`config.mk`:
```
export PLATFORM = sky130hd
export DESIGN_NAME = gshare_predictor
export DESIGN_NICKNAME = d
export VERILOG_FILES = /design/src/rtl/gshare_predictor_pkg.sv /design/src/rtl/gshare_predictor_sat_counter2.sv /design/src/rtl/gshare_predictor.sv
export SDC_FILE = /design/constraint.sdc
export NUM_CORES = 2
export LEC_CHECK = 0
export CAP_MARGIN = 30
export CORE_MARGIN = 2
export CORE_UTILIZATION = 35
export CTS_CLUSTER_DIAMETER = 40
export DETAILED_ROUTE_END_ITERATION = 16
export PLACE_DENSITY = 0.57
export SYNTH_ARGS = -nofsm -noshare
export SYNTH_HDL_FRONTEND = slang
export SYNTH_HIERARCHICAL = 1
export SYNTH_SLANG_ARGS = --single-unit
```
`constraint.sdc`:
```
create_clock -name clk_in -period 7.1 [get_ports clk_in]
set_input_delay 1.42 -clock clk_in [delete_from_list [all_inputs] [get_ports clk_in]]
set_output_delay 1.42 -clock clk_in [all_outputs]
set_load 0.02 [all_outputs]
```
`src/rtl/gshare_predictor_pkg.sv`:
```
// Shared definitions for the gshare branch predictor: counter encodings,
// default address width and the saturating-counter step helper.
package gshare_predictor_pkg;

  localparam int unsigned ADDR_W_DEF = 32;

  typedef enum logic [1:0] {
    SNT = 2'd0,
    WNT = 2'd1,
    WT  = 2'd2,
    ST  = 2'd3
  } ctr_e;

  // One step of a 2-bit saturating counter towards taken / not-taken.
  function automatic ctr_e ctr_step(input ctr_e cur, input logic taken);
    ctr_e nxt;
    nxt = cur;
    unique case (cur)
      SNT: nxt = taken ? WNT : SNT;
      WNT: nxt = taken ? WT  : SNT;
      WT:  nxt = taken ? ST  : WNT;
      ST:  nxt = taken ? ST  : WT;
      default: nxt = WNT;
    endcase
    return nxt;
  endfunction

endpackage

```
`src/rtl/gshare_predictor_sat_counter2.sv`:
```
// Next-state logic for one 2-bit saturating direction counter.
module sat_counter2
  import gshare_predictor_pkg::*;
(
  input  logic [1:0] cur,
  input  logic       taken,
  output logic [1:0] nxt
);

  // Saturate at strongly-taken / strongly-not-taken.
  always_comb begin
    nxt = ctr_step(ctr_e'(cur), taken);
  end

endmodule

```
`src/rtl/gshare_predictor.sv`:
```
// Gshare / bimodal branch direction predictor with a speculative global
// history for queries, a committed history for training, and retirement
// statistics.
module gshare_predictor
  import gshare_predictor_pkg::*;
#(
  parameter int unsigned ADDR_W = ADDR_W_DEF,
  parameter int unsigned IDX_W  = 8,
  parameter int unsigned GHR_W  = 8,
  parameter int unsigned MODE   = 1
) (
  input  logic              clk_in,
  input  logic              rst_in,
  input  logic              rdy_in,
  input  logic              clr_in,
  input  logic              if_to_pr_valid,
  input  logic [ADDR_W-1:0] if_to_pr_PC,
  input  logic [ADDR_W-1:0] if_to_pr_imm,
  output logic              pr_to_if_predict_taken,
  output logic [ADDR_W-1:0] pr_to_if_predict_PC,
  input  logic              rob_to_pr_br_commit,
  input  logic [ADDR_W-1:0] rob_to_pr_br_PC,
  input  logic              rob_to_pr_br_taken,
  input  logic              rob_to_pr_br_mispredict,
  output logic [31:0]       pr_br_count,
  output logic [31:0]       pr_miss_count
);

  localparam int unsigned DEPTH = 1 << IDX_W;

  logic [1:0]       bht [DEPTH];
  logic [GHR_W-1:0] spec_ghr;
  logic [GHR_W-1:0] commit_ghr;

  logic [IDX_W-1:0] q_idx;
  logic [IDX_W-1:0] c_idx;
  logic [1:0]       q_ctr;
  logic [1:0]       c_ctr;
  logic [1:0]       c_ctr_nxt;
  logic [GHR_W-1:0] commit_ghr_nxt;
  logic [GHR_W-1:0] spec_ghr_shift;
  logic             unused_rob_pc_bits;

  // Only the word-index bits of the retiring PC address the table.
  assign unused_rob_pc_bits = ^{rob_to_pr_br_PC[ADDR_W-1:IDX_W+2], rob_to_pr_br_PC[1:0]};

  // Query path: index hash, counter lookup and next-PC selection.
  always_comb begin
    q_idx = if_to_pr_PC[IDX_W+1:2];
    if (MODE != 0) q_idx = q_idx ^ IDX_W'(spec_ghr);
    q_ctr                  = bht[q_idx];
    pr_to_if_predict_taken = q_ctr[1];
    pr_to_if_predict_PC    = q_ctr[1] ? (if_to_pr_PC + if_to_pr_imm)
                                      : (if_to_pr_PC + ADDR_W'(4));
  end

  // Commit path: training index, selected counter and shifted histories.
  always_comb begin
    c_idx = rob_to_pr_br_PC[IDX_W+1:2];
    if (MODE != 0) c_idx = c_idx ^ IDX_W'(commit_ghr);
    c_ctr          = bht[c_idx];
    commit_ghr_nxt = rob_to_pr_br_commit ? ((commit_ghr << 1) | GHR_W'(rob_to_pr_br_taken))
                                         : commit_ghr;
    spec_ghr_shift = (spec_ghr << 1) | GHR_W'(pr_to_if_predict_taken);
  end

  sat_counter2 u_sat_counter2 (
    .cur   (c_ctr),
    .taken (rob_to_pr_br_taken),
    .nxt   (c_ctr_nxt)
  );

  // Branch history table: trained only by retiring branches.
  always_ff @(posedge clk_in or negedge rst_in) begin
    if (!rst_in) begin
      for (int unsigned i = 0; i < DEPTH; i++) bht[i] <= WNT;
    end else if (rdy_in && rob_to_pr_br_commit) begin
      bht[c_idx] <= c_ctr_nxt;
    end
  end

  // Global histories; a flush rebuilds speculative history from the
  // committed one, already including any branch retiring this cycle.
  always_ff @(posedge clk_in or negedge rst_in) begin
    if (!rst_in) begin
      spec_ghr   <= '0;
      commit_ghr <= '0;
    end else if (rdy_in) begin
      commit_ghr <= commit_ghr_nxt;
      if (clr_in) begin
        spec_ghr <= commit_ghr_nxt;
      end else if (if_to_pr_valid) begin
        spec_ghr <= spec_ghr_shift;
      end
    end
  end

  // Retired-branch and mispredict statistics, free-running wrap.
  always_ff @(posedge clk_in or negedge rst_in) begin
    if (!rst_in) begin
      pr_br_count   <= '0;
      pr_miss_count <= '0;
    end else if (rdy_in && rob_to_pr_br_commit) begin
      pr_br_count <= pr_br_count + 32'd1;
      if (rob_to_pr_br_mispredict) pr_miss_count <= pr_miss_count + 32'd1;
    end
  end

endmodule

```
==> metrics.yaml <==
p_leak_nw: 17.0
async_reset_ff_share_pct: 100
worstPathArrival_ns: 5.55
place.gp.congestion: 0.913
slowest_stage: "clkdlybuf4s50_1"
antenna_found_initial: 3
yosysTopAreaCell: "dfrtp_1"
clock_skew_ns: 0.0756
drive_gt1_share_pct: 45.5
drt_wl_total_um: 98200
grt_pass1_wl_um: 149000
endpoint_kind: "output pin"
fillers: 8389
ys_ff_latch: 592
synth.area.top_cells: "dfrtp_1 26%, dfstp_2 20%, mux2_2 18%, mux4_2 13%, nand2_1 4.6%"
power_density_mw_per_mm2: 287
required_ns: 5.68
setup_viol: 0
grt_pass1_vias: 24000
p_clk_share_pct: 41.4
syn_area_mm2: 0.0329
final.setup.worst_slack_ns: 0.126
switching_share_pct: 32.1
tns_ns: 0
vias: 22900
startpoint_type: "primary input"
fmax_mhz: 143
layout_commonest_cell: "mux2_2"
die_w_um: 310
row_count: 112
synth_top_flop_cell: "dfrtp_1"
drtAntennaViolNets: 0
die_y_um: 310
numPortBuffers: 176
p_seq_share_pct: 33.5
finalHoldViolations: 0
ctsLongestPathBuffers: 3
rsz0062_at_grt: "false"
worstSkewPairLatency_ns: 0.68
grt_util_all_layers_pct: 20.4
synth.distinct_cells: 66
slew_headroom_pct: 29.2
max_stage_delay_ns: 0.60
rr_startpoint: "commit_ghr[0]$_DFFE_PN0P_"
maxCapViolCount: 0
internal-power_mw: 7.89
worstSetupPathType: "in -> out"
hpwl_um: 65500
post-place-cells: 3969
worstSetupEndpoint: "pr_to_if_predict_PC[13]"
die-area_mm2: 0.0964
pwr-share-comb_pct: 25.1
final_nets: 2960
path_cells: "clkdlybuf4s50_1 -> xnor2_4 -> buf_12 -> buf_12 -> buf_4 -> mux4_2 -> a22oi_1 -> nand2_1 -> a21oi_1 -> o22ai_2 -> nor3_2 -> a21oi_4 -> buf_4 -> mux2i_1 -> buf_4 -> clkdlybuf4s50_1"
mostFrequentLayoutCells: "521 x mux2_2, 399 x nand2_1, 336 x dfrtp_1, 256 x dfstp_2, 195 x mux4_2"
min-delay-path-class: "reg -> reg"
ios: 201
cts_buffers: 97
yosysSeqAreaShare_pct: 46.1
ir_worst_vdd_v: 0.000164
synth_edf_count: 0
stdcell_count: 4161
reg2regPathDepth: 11
syn-mean-instance-area_um2: 12.8
fin_crit_ns: 6.97
areaGrowthSynthToFinish_pct: 23.2
clock_sinks: 592
cts_root_buf: "clkbuf_16"
via_per_inst: 5.51
p_sw_mw: 3.74
start_util_pct: 35.3
worst_r2r_endpoint: "bht[465]$_DFFE_PN0P_"
synth_nets: 2716
worst_pin_slew_ns: 1.06
finalCritPeriodShare_pct: 98.2
status: "finished, final reports clean"
drtIter0Drc: 1821
grt_max_degree: 184
drtPass1Iterations: 7
drc: 0
synth_top_area_share_pct: 25.6
synthCells: 2577
postCtsHoldBufs: 0
startpoint: "if_to_pr_PC[2]"
globalRoute.totalOverflow: 0
path_max_fanout: 14
path_common_cell: "buf_4"
cts_max_level: 3
yosysWarnings: 6
tritoncts: "built"
wire_per_inst_um: 23.6
rrSetupSlack_ns: 2.23
slew_violations: 0
clkTransAtPathRegs_ns: 0.05
core_mm2: 0.0932
post-place-ws_ns: -0.0949
-- flip-flops by register name, summed over array words and instances, names as in the netlist --
signal         flops
pr_miss_count     32
commit_ghr         8
pr_br_count       32
spec_ghr           8
bht              512
-- through the flow --
step           util [%]  hold slack, ns  area, µm²  total power [mW]
6_report           43.5           0.468      40500              11.6
5_1_grt            43.5           0.478      40500              12.1
3_3_place_gp       39.5           0.459      36800              6.76
4_1_cts            43.4           0.475      40400              11.7
2_1_floorplan         -           0.485      32900              5.60
3_5_place_dp       39.7           0.464      37000              6.83
-- cells in the mapped netlist (3+ instances only) --
cell / instances
or3_1: 3
buf_6: 6
nand2_1: 399
and3_1: 21
nor2_1: 75
o22ai_1: 4
dfrtp_1: 336
o21ai_0: 34
a21o_1: 7
ha_1: 34
mux4_1: 5
nand4_1: 26
nor2b_1: 13
nor3_1: 19
o311ai_0: 3
a211oi_1: 20
xor2_1: 58
o21bai_1: 5
inv_1: 11
mux4_2: 195
or2_2: 4
buf_1: 5
clkbuf_1: 100
nand2b_1: 5
a21oi_1: 49
nor4_1: 6
buf_2: 44
mux2_2: 521
and4_1: 12
o211ai_1: 15
dfstp_2: 256
nand3_1: 49
mux2i_1: 65
a22oi_1: 25
buf_4: 12
and2_1: 4
a32oi_1: 11
a2111oi_0: 4
xnor2_1: 83
-- metal layers --
layer / up-vias / wire length (µm) / share of wire (%) / track usage [%]
met5: - / 0 / 0 / 0
met4: 0 / 3250 / 3.3 / 7.52
met3: 184 / 7190 / 7.3 / 4.07
met2: 799 / 44800 / 46 / 31.7
met1: 11900 / 42900 / 44 / 28.1
li1: 10100 / - / - / -
-- area by class of cell --
cell class	instances	area [µm²]	share of cell area [%]
flip-flops and latches	592	15100	37.4
diodes	2	5.00	0.0124
multi-input cells	1806	17100	42.3
inverters	11	41.3	0.102
clock buffers	123	2730	6.73
well taps	1254	1570	3.87
clock inverters	60	687	1.70
repair buffers	313	3210	7.93
-- critical path: cells and delay by family --
kind,cells,cell delay [ns]
simple gates,2,0.39
compound gates,4,0.83
xor+xnor,1,0.16
mux,2,0.64
buf+inv,7,2.08
-- timing repair --
action                                 4_1_cts  5_1_grt
endpoints found under the hold margin        0        0
setup endpoints to repair                   24       24
pin swaps                                    1        0
resized for setup                            1        6
setup buffers                                2        5
-- worst min path at each step --
stage          slack, ns  cells after the start                     startpoint                             to
2_1_floorplan       0.49                      2        spec_ghr[1]$_DFFE_PN0P_        spec_ghr[1]$_DFFE_PN0P_
3_3_place_gp        0.46                      1  pr_miss_count[31]$_DFFE_PN0P_  pr_miss_count[31]$_DFFE_PN0P_
3_5_place_dp        0.46                      1  pr_miss_count[31]$_DFFE_PN0P_  pr_miss_count[31]$_DFFE_PN0P_
4_1_cts             0.48                      1  pr_miss_count[31]$_DFFE_PN0P_  pr_miss_count[31]$_DFFE_PN0P_
5_1_grt             0.48                      1  pr_miss_count[31]$_DFFE_PN0P_  pr_miss_count[31]$_DFFE_PN0P_
6_report            0.47                      1    pr_br_count[31]$_DFFE_PN0P_    pr_br_count[31]$_DFFE_PN0P_
-- kinds of logic after synthesis --
kind of cell / Yosys count / synth area share (%)
AO/OA/AOI/OAI: 198 / 4.03
multiplexers: 786 / 33.6
adder cells (fa/ha/maj): 37 / 1.42
AND/OR/NAND/NOR: 642 / 8.47
flip-flops: 592 / 46.1
XOR/XNOR: 143 / 3.89
buffers and inverters: 179 / 2.54
-- power groups by stage --
| stage | logic [mW] | clock network [mW] | registers [mW] |
|---|---|---|---|
| final | 2.92 | 4.81 | 3.90 |
| after floorplan | 1.69 | 0 | 3.91 |
| after global placement | 2.84 | 0 | 3.92 |
| after detailed placement | 2.89 | 0 | 3.94 |
| after global routing | 3.11 | 5.07 | 3.93 |
| after CTS | 2.91 | 4.90 | 3.89 |
Power figures use the tool's default switching activity.
